`src/rtl/axi_lite_pkg.sv`:
```
// Shared AXI4-Lite constants, AWPROT bit positions and the address-entry record
// used by the write-address buffer and its neighbours.
package axi_lite_pkg;

  localparam logic [1:0] AXI_RESP_OKAY   = 2'b00;
  localparam logic [1:0] AXI_RESP_SLVERR = 2'b10;

  localparam int AXI_PROT_PRIV   = 0;
  localparam int AXI_PROT_NONSEC = 1;
  localparam int AXI_PROT_INSTR  = 2;

  localparam int AXI_ADDR_WIDTH = 32;

  typedef struct packed {
    logic [AXI_ADDR_WIDTH-1:0] addr;
    logic [2:0]                prot;
    logic                      err;
  } aw_entry_t;

  function automatic logic axi_misaligned(input logic [1:0] addr_lsb);
    return addr_lsb != 2'b00;
  endfunction

endpackage

```
`src/rtl/axi_lite_aw_buffer_if.sv`:
```
// AW channel from the interconnect plus the head-of-queue port towards the write engine.
interface axi_lite_aw_buffer_if #(
  parameter int ADDR_WIDTH = 32,
  parameter int DEPTH      = 4
);

  logic                    AWVALID;
  logic                    AWREADY;
  logic [ADDR_WIDTH-1:0]   AWADDR;
  logic [2:0]              AWPROT;

  logic                    o_valid;
  logic                    i_ready;
  logic [ADDR_WIDTH-1:0]   o_addr;
  logic [2:0]              o_prot;
  logic                    o_err;
  logic [$clog2(DEPTH):0]  o_count;

  modport slave (
    input  AWVALID, AWADDR, AWPROT, i_ready,
    output AWREADY, o_valid, o_addr, o_prot, o_err, o_count
  );

  modport master (
    output AWVALID, AWADDR, AWPROT, i_ready,
    input  AWREADY, o_valid, o_addr, o_prot, o_err, o_count
  );

endinterface

```
`src/rtl/axi_lite_sync_fifo.sv`:
```
// Single-clock FIFO with occupancy count; head word is zero whenever the FIFO is empty.
// Callers must not push when full nor pop when empty.
module axi_lite_sync_fifo #(
  parameter int WIDTH = 8,
  parameter int DEPTH = 4
) (
  input  logic                     ACLK,
  input  logic                     ARESET,
  input  logic                     push,
  input  logic [WIDTH-1:0]         wr_data,
  input  logic                     pop,
  output logic [WIDTH-1:0]         rd_data,
  output logic [$clog2(DEPTH):0]   count,
  output logic [$clog2(DEPTH):0]   count_next
);

  localparam int PTR_W = $clog2(DEPTH);
  localparam int CNT_W = PTR_W + 1;

  logic [WIDTH-1:0] mem [DEPTH];
  logic [PTR_W-1:0] wr_ptr;
  logic [PTR_W-1:0] rd_ptr;
  logic [CNT_W-1:0] count_q;

  // NOTE: the storage array is deliberately left out of reset; stale words are never
  // visible because the head output is masked to zero while the FIFO is empty.
  always_ff @(posedge ACLK) begin
    if (push) mem[wr_ptr] <= wr_data;
  end

  assign count_next = count_q + CNT_W'(push) - CNT_W'(pop);

  // NOTE: sequential state uses non-blocking assignments so every register samples
  // the pre-edge values of its neighbours, independent of block ordering.
  always_ff @(posedge ACLK or posedge ARESET) begin
    if (ARESET) begin
      wr_ptr  <= '0;
      rd_ptr  <= '0;
      count_q <= '0;
    end else begin
      if (push) wr_ptr <= wr_ptr + PTR_W'(1);
      if (pop)  rd_ptr <= rd_ptr + PTR_W'(1);
      count_q <= count_next;
    end
  end

  assign count   = count_q;
  assign rd_data = (count_q != '0) ? mem[rd_ptr] : '0;

`ifndef SYNTHESIS
  a_no_push_full: assert property (@(posedge ACLK) disable iff (ARESET)
    push |-> count_q != CNT_W'(DEPTH));
  a_no_pop_empty: assert property (@(posedge ACLK) disable iff (ARESET)
    pop |-> count_q != '0);
  a_count_bound: assert property (@(posedge ACLK) disable iff (ARESET)
    count_q <= CNT_W'(DEPTH));
`endif

endmodule

```
`src/rtl/axi_lite_aw_buffer.sv`:
```
// AXI4-Lite write-address slave: accepts AW beats, tags decode/alignment errors and
// queues them for the write engine so address acceptance runs ahead of completion.
module axi_lite_aw_buffer
  import axi_lite_pkg::*;
#(
  parameter int                    ADDR_WIDTH  = 32,
  parameter int                    DEPTH       = 4,
  parameter bit                    ALIGN_CHECK = 1'b1,
  parameter logic [ADDR_WIDTH-1:0] ADDR_BASE   = '0,
  parameter longint unsigned       ADDR_SIZE   = 4096
) (
  input  logic                 ACLK,
  input  logic                 ARESET,
  axi_lite_aw_buffer_if.slave  bus
);

  localparam int CNT_W = $clog2(DEPTH) + 1;

  // Range arithmetic carries one extra bit so base+size near the top of the map cannot wrap.
  localparam logic [ADDR_WIDTH:0] BASE_EXT = {1'b0, ADDR_BASE};
  localparam logic [ADDR_WIDTH:0] SIZE_EXT = (ADDR_WIDTH+1)'(ADDR_SIZE);

  typedef struct packed {
    logic [ADDR_WIDTH-1:0] addr;
    logic [2:0]            prot;
    logic                  err;
  } entry_t;

  logic             awready_q;
  logic             push;
  logic             pop;
  logic             not_empty;
  logic [CNT_W-1:0] count;
  logic [CNT_W-1:0] count_next;
  entry_t           wr_entry;
  entry_t           rd_entry;

  logic [ADDR_WIDTH:0] addr_ext;
  logic [ADDR_WIDTH:0] offset;
  logic                align_err;
  logic                range_err;

  assign addr_ext  = {1'b0, bus.AWADDR};
  assign offset    = addr_ext - BASE_EXT;
  assign align_err = ALIGN_CHECK && axi_misaligned(bus.AWADDR[1:0]);
  assign range_err = (SIZE_EXT != '0) && ((addr_ext < BASE_EXT) || (offset >= SIZE_EXT));

  assign wr_entry = '{addr: bus.AWADDR, prot: bus.AWPROT, err: align_err | range_err};

  assign not_empty = (count != '0);
  assign push      = bus.AWVALID & awready_q;
  assign pop       = not_empty & bus.i_ready;

  axi_lite_sync_fifo #(
    .WIDTH ($bits(entry_t)),
    .DEPTH (DEPTH)
  ) u_fifo (
    .ACLK       (ACLK),
    .ARESET     (ARESET),
    .push       (push),
    .wr_data    (wr_entry),
    .pop        (pop),
    .rd_data    (rd_entry),
    .count      (count),
    .count_next (count_next)
  );

  // Ready looks at next-cycle occupancy only, never at AWVALID, so it stays a clean flop.
  always_ff @(posedge ACLK or posedge ARESET) begin
    if (ARESET) awready_q <= 1'b0;
    else        awready_q <= (count_next < CNT_W'(DEPTH));
  end

  assign bus.AWREADY = awready_q;
  assign bus.o_valid = not_empty;
  assign bus.o_addr  = rd_entry.addr;
  assign bus.o_prot  = rd_entry.prot;
  assign bus.o_err   = rd_entry.err;
  assign bus.o_count = count;

endmodule
```
`src/flat_wrapper.sv`:
```
// flat-port wrapper written by rule: the top's interface ports become plain ports
module axi_lite_aw_buffer_flat import axi_lite_pkg::*;
#(
  parameter int                    ADDR_WIDTH  = 32,
  parameter int                    DEPTH       = 4,
  parameter bit                    ALIGN_CHECK = 1'b1,
  parameter logic [ADDR_WIDTH-1:0] ADDR_BASE   = '0,
  parameter longint unsigned       ADDR_SIZE   = 4096
)
  (ACLK, ARESET, bus_AWVALID, bus_AWADDR, bus_AWPROT, bus_i_ready, bus_AWREADY, bus_o_valid, bus_o_addr, bus_o_prot, bus_o_err, bus_o_count);
  axi_lite_aw_buffer_if #(.ADDR_WIDTH(ADDR_WIDTH), .DEPTH(DEPTH)) bus_i ();
  input  logic ACLK;
  input  logic ARESET;
  input wire logic [$bits(bus_i.AWVALID)-1:0] bus_AWVALID;
  input wire logic [$bits(bus_i.AWADDR)-1:0] bus_AWADDR;
  input wire logic [$bits(bus_i.AWPROT)-1:0] bus_AWPROT;
  input wire logic [$bits(bus_i.i_ready)-1:0] bus_i_ready;
  output wire logic [$bits(bus_i.AWREADY)-1:0] bus_AWREADY;
  output wire logic [$bits(bus_i.o_valid)-1:0] bus_o_valid;
  output wire logic [$bits(bus_i.o_addr)-1:0] bus_o_addr;
  output wire logic [$bits(bus_i.o_prot)-1:0] bus_o_prot;
  output wire logic [$bits(bus_i.o_err)-1:0] bus_o_err;
  output wire logic [$bits(bus_i.o_count)-1:0] bus_o_count;
  assign bus_i.AWVALID = bus_AWVALID;
  assign bus_i.AWADDR = bus_AWADDR;
  assign bus_i.AWPROT = bus_AWPROT;
  assign bus_i.i_ready = bus_i_ready;
  assign bus_AWREADY = bus_i.AWREADY;
  assign bus_o_valid = bus_i.o_valid;
  assign bus_o_addr = bus_i.o_addr;
  assign bus_o_prot = bus_i.o_prot;
  assign bus_o_err = bus_i.o_err;
  assign bus_o_count = bus_i.o_count;
  axi_lite_aw_buffer #(.ADDR_WIDTH(ADDR_WIDTH), .DEPTH(DEPTH), .ALIGN_CHECK(ALIGN_CHECK), .ADDR_BASE(ADDR_BASE), .ADDR_SIZE(ADDR_SIZE)) u_core (.ACLK(ACLK), .ARESET(ARESET), .bus(bus_i));
endmodule
```
`config.mk`:
```
export PLATFORM = sky130hd
export DESIGN_NAME = axi_lite_aw_buffer_flat
export DESIGN_NICKNAME = d
export VERILOG_FILES = /design/src/rtl/axi_lite_pkg.sv /design/src/rtl/axi_lite_aw_buffer_if.sv /design/src/rtl/axi_lite_sync_fifo.sv /design/src/rtl/axi_lite_aw_buffer.sv /design/src/flat_wrapper.sv
export SDC_FILE = /design/constraint.sdc
export NUM_CORES = 1
export LEC_CHECK = 0
export ABC_CLOCK_PERIOD_IN_PS = 2100
export BUFFER_PORTS_ARGS = -buffer_cell sky130_fd_sc_hd__buf_4
export CAP_MARGIN = 20
export CORE_UTILIZATION = 36
export DETAILED_ROUTE_END_ITERATION = 12
export GPL_TIMING_DRIVEN = 0
export HOLD_SLACK_MARGIN = 0.12
export SKIP_CTS_REPAIR_TIMING = 1
export SLEW_MARGIN = 10
export SYNTH_ARGS = -nofsm -noshare
export SYNTH_HDL_FRONTEND = slang
export SYNTH_HIERARCHICAL = 1
export SYNTH_SLANG_ARGS = --single-unit
```
`constraint.sdc`:
```
create_clock -name ACLK -period 2.1 [get_ports ACLK]
set_input_delay 0.21 -clock ACLK [delete_from_list [all_inputs] [get_ports ACLK]]
set_output_delay 0.21 -clock ACLK [all_outputs]
set_load 0.02 [all_outputs]
```
==> results.md <==
- Outcome: complete, but fails checks
- Failing checks: setup timing
- Syn_nets: 321
- Worst r2r path cells: 9
- Max-Cap Viols: 0
- Die area: 16900 um2
- Cell count after synthesis: 275
- Reg2reg setup slack: -0.14 ns
- Area taken by multi-input logic gates: 1420 um2
- Number of global-route vias before repair: 3051
- Worst reg2reg endpoint: u_core/bus.AWREADY$_DFF_PP0_
- Final worst path period share: 107%
- Core ar.: 15900 um2
- Area Overhead vs Synth: 40.0%
- Layout Skew: 0.00552 ns
- First-pass GRT wire length: 16900 um
- Share of the synthesized area in the top cell type: 73.1%
- H-tree depth: 4
- Reg area: 4530 um2
- Total clock sinks: 152
- Flop pwr share: 31.5%
- Clock share of power: 27.7%
- Switching share of power: 28.6%
- Final WS setup: -0.138 ns
- Hold crit path type: input port to asynchronous set/reset pin
- WHS: 0.187 ns
- Placed Area: 6910 um2
- Fin. max-slew vios: 0
- Setup TNS: -0.304 ns
- FP Rows: 46
- Commonest non-fill, non-tap cell in the layout: edfxtp_1
- Commonest non-fill, non-tap cells in the layout: edfxtp_1, buf_4, dlygate4sd3_1, mux4_2, and2_4
- Clk buf depth: 2
- Initial antenna violation count: 0
- Avg Cell Area, Syn: 21.5 um2
- Die width: 130 um
- CP arrival: 2.54 ns
- RSZ-0062 raised after global routing: yes
- Crit path launch: u_core/u_fifo/count[0]$_DFF_PP0_
- Initial core utilization: 37.1%
- RR Startpoint: u_core/u_fifo/count[0]$_DFF_PP0_
- TritonRoute pass-1 iters: 4
- NetSw: 0.00362 W
- Comb pwr share: 40.8%
- TritonCTS Buffers: 17
- CP Class: register to register
- Synth Register Bits: 152
- Nets: 465
- Critical Path RT: 2.41 ns
- Ant diodes: 0
- Yosys Warn Count: 6
- CP Max Fanout: 4
- Routed len/inst: 17.6 um
- PwrDens: 1520 nW/um2
- Worst Setup End Kind: register
- GP Congestion: 0.698
- Slew @ Worst Pin: 0.603 ns
- Root Driver: clkbuf_16
- Share of layout cells above drive strength 1: 49.5%
- Buffers on Ports: 79
- Routed WL: 11400 um
- Total gr overflow: 0
- Max Clk Rate: 447 MHz
- Fill cells: 1339
- Cell area after synthesis: 5920 um2
- Largest area contributor in the netlist: edfxtp_1
- Synth top area cells: edfxtp_1, mux4_2, and2_1
- Hpwl dp: 7030 um
- Netlist cell types: 18
- Vias/cell: 4.64
- Largest net degree at the start of global routing: 24
- Worst slack, placed: -0.214 ns
- Finish-stage setup viols: 9
- Leak: 2.98 nW
- Count of final hold-check violations: 0
- Sequential share of the synthesized area: 76.5%
- Min cycle time layout: 2.24 ns
- ANT nets after route: 0
- Worst skew pair latency: 0.42 ns
- Vias after detailed routing: 3004
- P_int: 0.00901 W
- 1st-iter DRT viols: 155
- Clk slew on worst S/H paths: 0.06 ns
- Max-Slew Margin vs Limit: 59.4%
- I/O pins: 80
- VDD IR max: 0.790 mV
- Fin area: 8280 um2
- Crit start category: register
- CP endpoint: u_core/bus.AWREADY$_DFF_PP0_
- Power Total: 0.0126 W
- CTS tree: built
- Die Ht: 130 um
- Total track usage: 14.5%
- Drt drc: 0
-- through the flow --
stage	utilization (%)	instances
after floorplan	-	275
after global placement	42.8	570
after detailed placement	43.3	574
after CTS	47.7	606
after global routing	52.0	648
final	52.0	648
-- power by group through the flow --
stage	registers, W	logic, W	clock network, W
finish	0.00398	0.00515	0.00349
global route	0.00402	0.00552	0.00367
CTS	0.00397	0.00424	0.00356
detailed placement	0.00403	0.00423	0
global placement	0.00404	0.00412	0
floorplan	0.00405	0.00262	0
-- worst max-delay path, cell delays in order, from the launching register on --
cell and delay, ns:
dfrtp_2 0.42, or3_4 0.39, and2_4 0.16, ha_4 0.26, inv_2 0.03, ha_4 0.14, fa_2 0.34, xnor2_2 0.15
xnor2_2 0.16, inv_1 0.06
-- flip-flops by register name, indices dropped and copies added (netlist names) --
register / cells
u_core/bus.AWREADY: 1
u_core/u_fifo/count: 3
u_core/u_fifo/wr_ptr: 2
u_core/u_fifo/mem: 144
u_core/u_fifo/rd_ptr: 2
-- cells in the mapped netlist --
cell,number
and2_1,42
buf_2,5
buf_6,3
clkbuf_1,4
dfrtp_1,8
edfxtp_1,144
fa_1,1
ha_1,6
inv_1,9
mux4_2,36
nand2_1,2
nand4_1,1
nor4_1,4
o21ai_0,1
or3_1,2
or4_1,2
xnor2_1,3
xor2_1,2
-- cells by family (layout without fill, tap and decap cells) --
logic type / Yosys count / in the layout / synth area share (%)
compound gates: 1 / 1 / 0.0845
buf+inv: 21 / 178 / 1.82
fa+ha+maj: 7 / 7 / 1.61
xor+xnor: 5 / 5 / 0.740
flops: 152 / 152 / 76.5
simple gates: 53 / 53 / 5.56
mux: 36 / 36 / 13.7
-- final cells by class --
| type | count | area share [%] |
|---|---|---|
| clock buffer | 21 | 5.80 |
| clock inverter | 11 | 2.61 |
| multi-input combinational | 102 | 17.1 |
| buffer | 11 | 1.54 |
| inverter | 9 | 0.408 |
| sequential | 152 | 54.7 |
| tap | 216 | 3.26 |
| timing repair buffer | 126 | 14.6 |
-- worst min-delay path by stage --
stage	to	slack (ns)	cells after the start
4_1_cts	u_core/bus.AWREADY$_DFF_PP0_	-0.39	2
2_1_floorplan	u_core/bus.AWREADY$_DFF_PP0_	-0.06	1
3_3_place_gp	u_core/bus.AWREADY$_DFF_PP0_	0.06	2
6_report	u_core/bus.AWREADY$_DFF_PP0_	0.19	3
5_1_grt	u_core/bus.AWREADY$_DFF_PP0_	0.18	3
3_5_place_dp	u_core/bus.AWREADY$_DFF_PP0_	0.07	2
-- metal layers --
metal,GRT usage [%],vias to the layer above,routed length [um]
li1,-,1386,-
met1,17.9,1527,5090
met2,23.4,75,5660
met3,4.51,16,458
met4,6.50,0,181
met5,0,-,0
(Power assumes the default switching activity.)
